File: src/rtl/cvxif_instr_pkg.sv
// Shared types for the custom vector instruction path.
// Kernel selects, stream sequencer states and per-kernel vector lengths.
package cvxif_instr_pkg;

    typedef enum logic [1:0] {
        OpNone           = 2'd0,
        OpNv12ToCag444   = 2'd1,
        OpCag444ToRgb888 = 2'd2
    } custom_vec_op_e;

    typedef enum logic [1:0] {
        IDLE = 2'd0,
        RUN  = 2'd1,
        RESP = 2'd2
    } stream_state_e;

    // Word counts per kernel, indexed by custom_vec_op_e
    localparam int unsigned CustomVlenIn1 [4] = '{0, 2, 3, 0};
    localparam int unsigned CustomVlenIn2 [4] = '{0, 2, 0, 0};
    localparam int unsigned CustomVlenOut [4] = '{0, 3, 3, 0};

    function automatic int unsigned vlen_in1(input custom_vec_op_e op);
        return CustomVlenIn1[op];
    endfunction

    function automatic int unsigned vlen_in2(input custom_vec_op_e op);
        return CustomVlenIn2[op];
    endfunction

    function automatic int unsigned vlen_out(input custom_vec_op_e op);
        return CustomVlenOut[op];
    endfunction

endpackage

File: src/rtl/cvxif_stream_src.sv
// One source vector presented as an ap_fifo read port.
// Holds the captured words and walks a read pointer over them.
module cvxif_stream_src
    import cvxif_instr_pkg::*;
#(
    parameter int unsigned MaxVlen = 4,
    parameter int unsigned CntW    = $clog2(MaxVlen + 1)
) (
    input  logic                     clk,
    input  logic                     rst_n,
    input  logic                     load,
    input  logic                     active,
    input  logic [MaxVlen-1:0][63:0] load_data,
    input  logic [CntW-1:0]          load_len,
    input  logic                     read,
    output logic [63:0]              dout,
    output logic                     empty_n
);

    logic [MaxVlen-1:0][63:0] data_q, data_d;
    logic [CntW-1:0]          len_q, len_d;
    logic [CntW-1:0]          rd_q, rd_d;

    always_comb begin
        data_d  = data_q;
        len_d   = len_q;
        rd_d    = rd_q;
        empty_n = active && (rd_q < len_q);
        dout    = '0;
        for (int i = 0; i < MaxVlen; i++) begin
            if (rd_q == CntW'(i)) begin
                dout = data_q[i];
            end
        end
        if (load) begin
            data_d = load_data;
            len_d  = load_len;
            rd_d   = '0;
        end else if (read && empty_n) begin
            rd_d = rd_q + CntW'(1);
        end
    end

    always_ff @(posedge clk or negedge rst_n) begin
        if (!rst_n) begin
            data_q <= '0;
            len_q  <= '0;
            rd_q   <= '0;
        end else begin
            data_q <= data_d;
            len_q  <= len_d;
            rd_q   <= rd_d;
        end
    end

endmodule

File: src/rtl/cvxif_stream_ctrl.sv
// Sequencer in front of the custom-instruction blackbox: streams sources
// in, starts the kernel, collects out_r words and returns the result.
module cvxif_stream_ctrl
    import cvxif_instr_pkg::*;
#(
    parameter int unsigned MaxVlen       = 4,
    parameter int unsigned TimeoutCycles = 4096,
    parameter int unsigned CntW          = $clog2(MaxVlen + 1)
) (
    input  logic                     ap_clk,
    input  logic                     ap_rst_n,
    input  logic                     issue_valid,
    output logic                     issue_ready,
    input  custom_vec_op_e           issue_opcode,
    input  logic [CntW-1:0]          issue_vlen1,
    input  logic [CntW-1:0]          issue_vlen2,
    input  logic [CntW-1:0]          issue_vlen_out,
    input  logic [MaxVlen-1:0][63:0] issue_src1,
    input  logic [MaxVlen-1:0][63:0] issue_src2,
    output logic                     result_valid,
    input  logic                     result_ready,
    output logic [MaxVlen-1:0][63:0] result_data,
    output logic [CntW-1:0]          result_count,
    output logic                     result_err,
    output custom_vec_op_e           bb_opcode,
    output logic                     bb_fire,
    output logic                     bb_ap_start,
    input  logic                     bb_ap_done,
    input  logic                     bb_ap_ready,
    output logic [63:0]              bb_in1_dout,
    output logic                     bb_in1_empty_n,
    input  logic                     bb_in1_read,
    output logic [63:0]              bb_in2_dout,
    output logic                     bb_in2_empty_n,
    input  logic                     bb_in2_read,
    input  logic [63:0]              bb_out_r_din,
    output logic                     bb_out_r_full_n,
    input  logic                     bb_out_r_write
);

    localparam int unsigned WdW = (TimeoutCycles > 1) ? $clog2(TimeoutCycles) : 1;
    localparam logic [WdW-1:0] WdLast =
        WdW'((TimeoutCycles == 0) ? 0 : TimeoutCycles - 1);

    function automatic logic [CntW-1:0] clamp_len(input logic [CntW-1:0] len);
        return (len > CntW'(MaxVlen)) ? CntW'(MaxVlen) : len;
    endfunction

    stream_state_e            state_q, state_d;
    custom_vec_op_e           opcode_q, opcode_d;
    logic [CntW-1:0]          vlen_out_q, vlen_out_d;
    logic [CntW-1:0]          wr_q, wr_d;
    logic [MaxVlen-1:0][63:0] buf_q, buf_d;
    logic                     err_q, err_d;
    logic                     done_seen_q, done_seen_d;
    logic                     start_pending_q, start_pending_d;
    logic [WdW-1:0]           wdog_q, wdog_d;

    logic load;
    logic run;
    logic full_n;
    logic timeout;

    cvxif_stream_src #(
        .MaxVlen(MaxVlen),
        .CntW   (CntW)
    ) u_src1 (
        .clk      (ap_clk),
        .rst_n    (ap_rst_n),
        .load     (load),
        .active   (run),
        .load_data(issue_src1),
        .load_len (clamp_len(issue_vlen1)),
        .read     (bb_in1_read),
        .dout     (bb_in1_dout),
        .empty_n  (bb_in1_empty_n)
    );

    cvxif_stream_src #(
        .MaxVlen(MaxVlen),
        .CntW   (CntW)
    ) u_src2 (
        .clk      (ap_clk),
        .rst_n    (ap_rst_n),
        .load     (load),
        .active   (run),
        .load_data(issue_src2),
        .load_len (clamp_len(issue_vlen2)),
        .read     (bb_in2_read),
        .dout     (bb_in2_dout),
        .empty_n  (bb_in2_empty_n)
    );

    always_comb begin
        state_d         = state_q;
        opcode_d        = opcode_q;
        vlen_out_d      = vlen_out_q;
        wr_d            = wr_q;
        buf_d           = buf_q;
        err_d           = err_q;
        done_seen_d     = done_seen_q;
        start_pending_d = start_pending_q;
        wdog_d          = wdog_q;

        issue_ready     = 1'b0;
        bb_fire         = 1'b0;
        bb_opcode       = opcode_q;
        bb_ap_start     = 1'b0;
        result_valid    = 1'b0;
        result_data     = '0;
        result_count    = '0;
        result_err      = 1'b0;
        load            = 1'b0;
        run             = 1'b0;
        full_n          = 1'b0;
        timeout         = 1'b0;

        unique case (state_q)
            IDLE: begin
                issue_ready = 1'b1;
                if (issue_valid) begin
                    bb_fire         = 1'b1;
                    bb_opcode       = issue_opcode;
                    load            = 1'b1;
                    opcode_d        = issue_opcode;
                    vlen_out_d      = clamp_len(issue_vlen_out);
                    wr_d            = '0;
                    buf_d           = '0;
                    err_d           = 1'b0;
                    done_seen_d     = 1'b0;
                    start_pending_d = 1'b1;
                    wdog_d          = '0;
                    state_d         = RUN;
                end
            end
            RUN: begin
                run         = 1'b1;
                timeout     = (TimeoutCycles != 0) && (wdog_q == WdLast);
                bb_ap_start = start_pending_q && !timeout;
                full_n      = (wr_q < vlen_out_q);
                wdog_d      = wdog_q + WdW'(1);
                if (bb_ap_ready) begin
                    start_pending_d = 1'b0;
                end
                // Writes past the expected length are dropped but flagged
                if (bb_out_r_write) begin
                    if (full_n) begin
                        for (int i = 0; i < MaxVlen; i++) begin
                            if (wr_q == CntW'(i)) begin
                                buf_d[i] = bb_out_r_din;
                            end
                        end
                        wr_d = wr_q + CntW'(1);
                    end else begin
                        err_d = 1'b1;
                    end
                end
                if (bb_ap_done) begin
                    done_seen_d = 1'b1;
                end
                if ((done_seen_q || bb_ap_done) && (wr_d == vlen_out_q)) begin
                    start_pending_d = 1'b0;
                    state_d         = RESP;
                end else if (timeout) begin
                    start_pending_d = 1'b0;
                    err_d           = 1'b1;
                    state_d         = RESP;
                end
            end
            RESP: begin
                result_valid = 1'b1;
                result_data  = buf_q;
                result_count = wr_q;
                result_err   = err_q;
                if (result_ready) begin
                    state_d = IDLE;
                end
            end
            default: begin
                state_d = IDLE;
            end
        endcase

        bb_out_r_full_n = full_n;
    end

    always_ff @(posedge ap_clk or negedge ap_rst_n) begin
        if (!ap_rst_n) begin
            state_q         <= IDLE;
            opcode_q        <= OpNone;
            vlen_out_q      <= '0;
            wr_q            <= '0;
            buf_q           <= '0;
            err_q           <= 1'b0;
            done_seen_q     <= 1'b0;
            start_pending_q <= 1'b0;
            wdog_q          <= '0;
        end else begin
            state_q         <= state_d;
            opcode_q        <= opcode_d;
            vlen_out_q      <= vlen_out_d;
            wr_q            <= wr_d;
            buf_q           <= buf_d;
            err_q           <= err_d;
            done_seen_q     <= done_seen_d;
            start_pending_q <= start_pending_d;
            wdog_q          <= wdog_d;
        end
    end

endmodule

File: config.mk
export PLATFORM = sky130hd
export DESIGN_NAME = cvxif_stream_ctrl
export DESIGN_NICKNAME = d
export VERILOG_FILES = /design/src/rtl/cvxif_instr_pkg.sv /design/src/rtl/cvxif_stream_src.sv /design/src/rtl/cvxif_stream_ctrl.sv
export SDC_FILE = /design/constraint.sdc
export NUM_CORES = 2
export LEC_CHECK = 0
export CORE_AREA = 2 2 392 394
export DETAILED_ROUTE_END_ITERATION = 10
export DIE_AREA = 0 0 394 396
export PLACE_DENSITY = 0.47
export SYNTH_ARGS = -nofsm -noshare
export SYNTH_HDL_FRONTEND = slang
export SYNTH_SLANG_ARGS = --single-unit
File: constraint.sdc
create_clock -name ap_clk -period 3.9 [get_ports ap_clk]
set_input_delay 0.78 -clock ap_clk [delete_from_list [all_inputs] [get_ports ap_clk]]
set_output_delay 0.78 -clock ap_clk [all_outputs]
set_load 0.01 [all_outputs]
# Yosys cells after proc, flatten, opt, wreduce, memory -nomap -nowiden
# Index checks and enable logic that the tools add are counted.
# Widths: inputs -> output; s select.
dict set report word_totals {
  ff_bits 805
  in_bits 596
  out_inout_bits 397
  wordCells 142
}
dict set report classes {
  addsub 4
  n_lt_le_gt_ge 6
  n_eq_ne 24
  mux 60
  reduce_logical 24
}
# op n
set ops {}
lappend ops {{$mux 256} 4}
lappend ops {{$mux 64} 12}
lappend ops {{$pmux 256 s2} 1}
lappend ops {{$mux 3} 12}
lappend ops {{$pmux 12 s2} 1}
lappend ops {{$reduce_and 5->1} 4}
lappend ops {{$eq 3x2->1 const B} 6}
lappend ops {{$mux 1} 18}
lappend ops {{$ne 2x2->1 const B} 9}
lappend ops {{$add 12x1->12 const B} 1}
lappend ops {{$eq 12x12->1 const B} 1}
lappend ops {{$mux 12} 1}
lappend ops {{$mux 2} 6}
lappend ops {{$add 3x1->3 const B} 3}
lappend ops {{$eq 3x1->1 const B} 3}
lappend ops {{$gt 3x3->1 const B} 3}
lappend ops {{$logic_not 3->1} 3}
lappend ops {{$lt 3x3->1} 3}
lappend ops {{$reduce_and 3->1} 3}
lappend ops {{$logic_and 1x1->1} 6}
lappend ops {{$pmux 1 s2} 3}
lappend ops {{$pmux 2 s3} 1}
lappend ops {{$pmux 3 s2} 1}
lappend ops {{$reduce_bool 2->1} 3}
lappend ops {{9 further kinds} 10}

# Longest topological paths before layout
dict set report logic_depth {
  ltp_word 8
  depth_mapped 10
  ltp_nobuf 7
}

# Cells and area by module
# From an unflattened synthesis, not the netlist that was laid out.
dict set report hier_totals {
  cells_unflattened 3058
  hier_area_um2 38470.6
}
# mod instances cells_each area_each_um2 seq_area_each_um2
set modules_own_cells {}
lappend modules_own_cells {cvxif_stream_src 2 879 12893.6 6556.3}
lappend modules_own_cells {cvxif_stream_ctrl 1 1300 12683.4 7031.7}

# Worst setup path after synthesis
# No wires, ideal clock.
dict set report synth_timing {
  path_type {reg-to-output}
  start {register u_src1.rd_q[1]}
  end {output bb_in1_dout[10]}
  arrival_ns 1.819
  required_ns 3.120
  slack_ns 1.301
  stages_incl_launch_ff 9
  path_cell_list {dfrtp_1 -> inv_1 -> ha_1 -> nor2b_1 -> clkbuf_1 -> buf_1 -> a221o_1 -> o21ai_0 -> o21ai_0}
}
dict set report synth_via {
  elab_chain_cells 5
  word_cells_on_any_way 8
  cone_classes {eq/ne: 3; mux: 4; reduce/logical: 1}
}
# item line_no
set synth_rtl {}
lappend synth_rtl {{start, declared} cvxif_stream_src.sv:22} ;# logic [CntW-1:0] rd_q, rd_d;
lappend synth_rtl {{start signal, assigned} cvxif_stream_src.sv:52} ;# rd_q <= rd_d;
lappend synth_rtl {{$logic_not 3->1} cvxif_stream_src.sv:31} ;# if (rd_q == CntW'(i)) begin
lappend synth_rtl {{$mux 64 (3 in series)} cvxif_stream_src.sv:31}
lappend synth_rtl {{$mux 64 *} cvxif_stream_src.sv:31}
lappend synth_rtl {{end, declared} cvxif_stream_ctrl.sv:30} ;# output logic [63:0] bb_in1_dout,
# Every way passes the cells marked *; elsewhere a longest branch is shown, timed or not.

# Final worst setup path
dict set report layout_timing {
  start {register u_src2.rd_q[0]}
  end {output bb_in2_dout[20]}
}
dict set report layout_via {
  elab_chain_cells 5
  word_cells_on_any_way 8
  cone_classes {eq/ne: 3; mux: 4; reduce/logical: 1}
}
# item line_no
set layout_rtl {}
lappend layout_rtl {{start, declared} cvxif_stream_src.sv:22}
lappend layout_rtl {{start signal, assigned} cvxif_stream_src.sv:52}
lappend layout_rtl {{$logic_not 3->1} cvxif_stream_src.sv:31}
lappend layout_rtl {{$mux 64 (3 in series)} cvxif_stream_src.sv:31}
lappend layout_rtl {{$mux 64 *} cvxif_stream_src.sv:31}
lappend layout_rtl {{end, declared} cvxif_stream_ctrl.sv:33} ;# output logic [63:0] bb_in2_dout,
# Marked as above.

==> summary.md <==
| Metric | Value |
|---|---|
| Site Rows | `~140` |
| Int Pwr | `about 26 mW` |
| Top-area cell type share of the netlist area | `around 56%` |
| DR DRC count | `0` |
| Area after DPL | `48,000 µm²` |
| Most common cell in the synthesized netlist | `nand2_1` |
| Die width | `between 300 and 400 µm` |
| Vias in the first global route | `between 30,000 and 40,000` |
| Post-synth EDFFs | `0` |
| Crit Path Max Fanout | `16` |
| Initial antenna violation count | `just under 80` |
| Final Worst Setup Slack | `0.137 ns` |
| Setup violators final | `0` |
| Crit share post-route | `a little over nine tenths` |
| Startpoint Class | `flop` |
| Die area | `between 150,000 and 200,000 µm²` |
| DIE HEIGHT | `just under 400 µm` |
| Worst Path Arrival | `2.98 ns` |
| Endpoints failing hold | `0` |
| Gate Count Post-Synth | `roughly 4,200` |
| Final nets | `roughly 5,700` |
| Most used DFF post-synth | `dfrtp_1` |
| Core Box Area | `152,000 µm²` |
| Post-Route Utilization | `approximately a third` |
| Share of layout cells above drive strength 1 | `6.30%` |
| DR vias | `32,337` |
| Worst setup EP type | `output port` |
| Starting Density | `between 20% and 30%` |
| Total routed wirelength | `160 mm` |
| R2r startpoint | `vlen_out_q[2]` |
| Most common library cells after synthesis | `nand2_1 (2,016), dfrtp_1 (805), o21ai_0 (480)` |
| Max VDD drop | `~0.00044 V` |
| Async S/R FF share, synth | `100%` |
| Largest net degree at the start of global routing | `212` |
| Max_slew headroom | `21.3%` |
| Reg2reg end | `buf_q[74]` |
| Routed len/inst | `about 22 µm` |
| IO Pins | `slightly below 1,000` |
| Power density over the cells | `837 nW/µm²` |
| Max Cap Viol | `0` |
| Detailed Route Iter0 Violations | `2,372` |
| Total power | `~44 mW` |
| Setup CP Type | `flop to output port` |
| Critical Path RT | `roughly 3.1 ns` |
| Hpwl dp | `between 100 and 150 mm` |
| Clock sinks | `between 800 and 900` |
| Fin Hold WS | `between 0.1 and 0.15 ns` |
| Final Slew Violations | `0` |
| CTS Hold Bufs | `0` |
| Num CTS Buffers | `96` |
| Largest cells by area after synthesis | `dfrtp_1 (56%), nand2_1 (21%), o21ai_0 (6.7%), and2_1 (4.6%), a221o_1 (3.6%)` |
| Outcome | `complete, no violations` |
| Final min period | `between 3 and 4 ns` |
| GRT Util Overall | `about a fifth` |
| First-pass DRT Iterations | `5` |
| Synthesis-to-finish area growth | `46.3%` |
| Worst R2R Setup Slack | `1.11 ns` |
| Via-to-Cell Ratio | `roughly 4.5` |
| Max Clk Rate | `~0.27 GHz` |
| Yosys reg bits | `805` |
| IO Port Bufs | `between 900 and 1,000` |
| Hold crit path type | `primary input to asynchronous set/reset pin` |
| Reg power frac | `between 30% and 40%` |
| Combinational share of power | `45.3%` |
| Max Root-Sink Buffers | `3` |
| First-pass GRT wire length | `between 200 and 250 mm` |
| Clock-pin slew on the worst setup and hold paths | `0.06 ns` |
| RePlAce Congestion | `0.882` |
| Root buffer cell | `clkbuf_16` |
| Switching Fraction | `41.0%` |
| Global route overflow | `0` |
| Post-Place Worst Slack | `approximately 0.13 ns` |
| Fillers | `between 15,000 and 20,000` |
| Syn nets | `~4,800` |
| Clock skew | `between 0.04 and 0.05 ns` |
| Clock share of power | `21.6%` |
| ANT nets after route | `0` |
| Final Instance Area | `between 50,000 and 60,000 µm²` |
| Worst skew pair latency | `between 0.7 and 0.8 ns` |
| Mapped cell area | `35,700 µm²` |
| Cell variety after synth | `46` |
| Worst slew pin tran | `1.18 ns` |
| H-tree depth | `3` |
| Yosys warnings | `0` |
| Worst Reg-to-Reg Cells | `7` |
| Clock tree from TritonCTS | `done` |
| Largest area contributor in the netlist | `dfrtp_1` |
| Sw power | `around 18 mW` |
| Sequential fraction of the synthesis area | `a little under three fifths` |
| P_leak | `~25 nW` |
| Synthesized area per cell | `roughly 8.5 µm²` |
sequential cells by signal, summed over array words and instances, names as in the netlist, 2 cells and up:
| signal | flops |
|---|---|
| wdog_q | 12 |
| state_q | 2 |
| u_src2.data_q | 256 |
| wr_q | 3 |
| u_src1.len_q | 3 |
| opcode_q | 2 |
| u_src2.len_q | 3 |
| u_src1.data_q | 256 |
| u_src2.rd_q | 3 |
| buf_q | 256 |
| u_src1.rd_q | 3 |
| vlen_out_q | 3 |
logic make-up after synthesis:
family                     after synthesis  share of synthesized area, %
xor gates and xnor gates                 6                         0.147
muxes                                   10                         0.291
DFF                                    805                          56.4
AOI/OAI and AO/OA                      695                          11.9
adders and majority gates               22                         0.771
and+or+nand+nor                       2343                          26.8
buffers and inverters                  318                          3.72
power by group through the flow:
stage	sequential [mW]	combinational, mW	clock, mW
floorplan	13.7	10.1	0
global placement	14.5	19.1	0
detailed placement	14.6	19.2	0
CTS	14.5	20.1	9.74
global route	14.9	21.7	10.0
finish	14.5	19.8	9.45
per-stage QoR:
stage               cells  TNS [ns]
detailed placement   7001         0
finish               7251         0
global route         7244  -0.00383
global placement     7001         0
CTS                  7212    -0.360
floorplan            4199         0
cells in the final DEF (no fill, tap or decap), drive strengths merged, types with 6 or more instances in the layout:
master / n
a21oi: 7
a221o: 128
and2: 262
buf: 111
bufbuf: 7
bufinv: 7
clkbuf: 142
clkdlybuf4s50: 865
clkinv: 24
dfrtp: 805
diode: 32
dlygate4sd2: 87
dlymetal6s2s: 33
ha: 22
inv: 25
mux2i: 7
nand2: 2016
nand2b: 6
nand3: 10
nand3b: 7
nor2: 23
nor2b: 6
o21ai: 540
final cells by class:
cell class,count,area (µm²),area share [%]
sequential,805,20100,38.6
multi-input combinational,3076,14500,27.7
timing repair buffer,1109,11600,22.2
clock buffer,139,2850,5.45
tap,2030,2540,4.86
clock inverter,37,485,0.929
inverter,23,93.8,0.180
antenna,32,80.1,0.153
worst max-delay path, cell delays in order (launching register included):
cell and delay [ns]:
dfrtp_1 0.42, inv_2 0.10, ha_1 0.21, nor2b_4 0.24, buf_12 0.16, buf_16 0.19, a221o_1 0.15, o21ai_0 0.08
o21ai_0 0.20, clkdlybuf4s50_1 0.57
worst max-delay path by stage:
stage / depth (start not counted) / to / slack (ns) / from
floorplan: 8 / bb_in1_dout[10] / 1.30 / u_src1.rd_q[1]
global route: 5 / bb_in1_empty_n / -0.004 / state_q[1]
global placement: 9 / bb_in2_dout[58] / 0.15 / u_src2.rd_q[1]
detailed placement: 9 / bb_in2_dout[58] / 0.13 / u_src2.rd_q[1]
finish: 9 / bb_in2_dout[20] / 0.14 / u_src2.rd_q[0]
CTS: 6 / bb_in1_dout[39] / -0.14 / u_src1.rd_q[2]
timing repair:
| action | in CTS | in global routing |
|---|---|---|
| buffers inserted | 22 | 5 |
| pin swaps | 9 | 7 |
| endpoints found under the setup margin | 129 | 44 |
| endpoints found under the hold margin | 0 | 0 |
| gates resized for setup | 161 | 54 |
| gates cloned | 13 | 2 |
routing by layer:
metal	vias to the layer above	part of all wire, %	GRT usage (%)
met5	-	0.33	0
met4	78	3.2	7.27
met3	286	7.8	6.33
met2	1025	47	32.0
met1	15538	42	24.9
li1	15410	-	-
(Power assumes the default switching activity.)
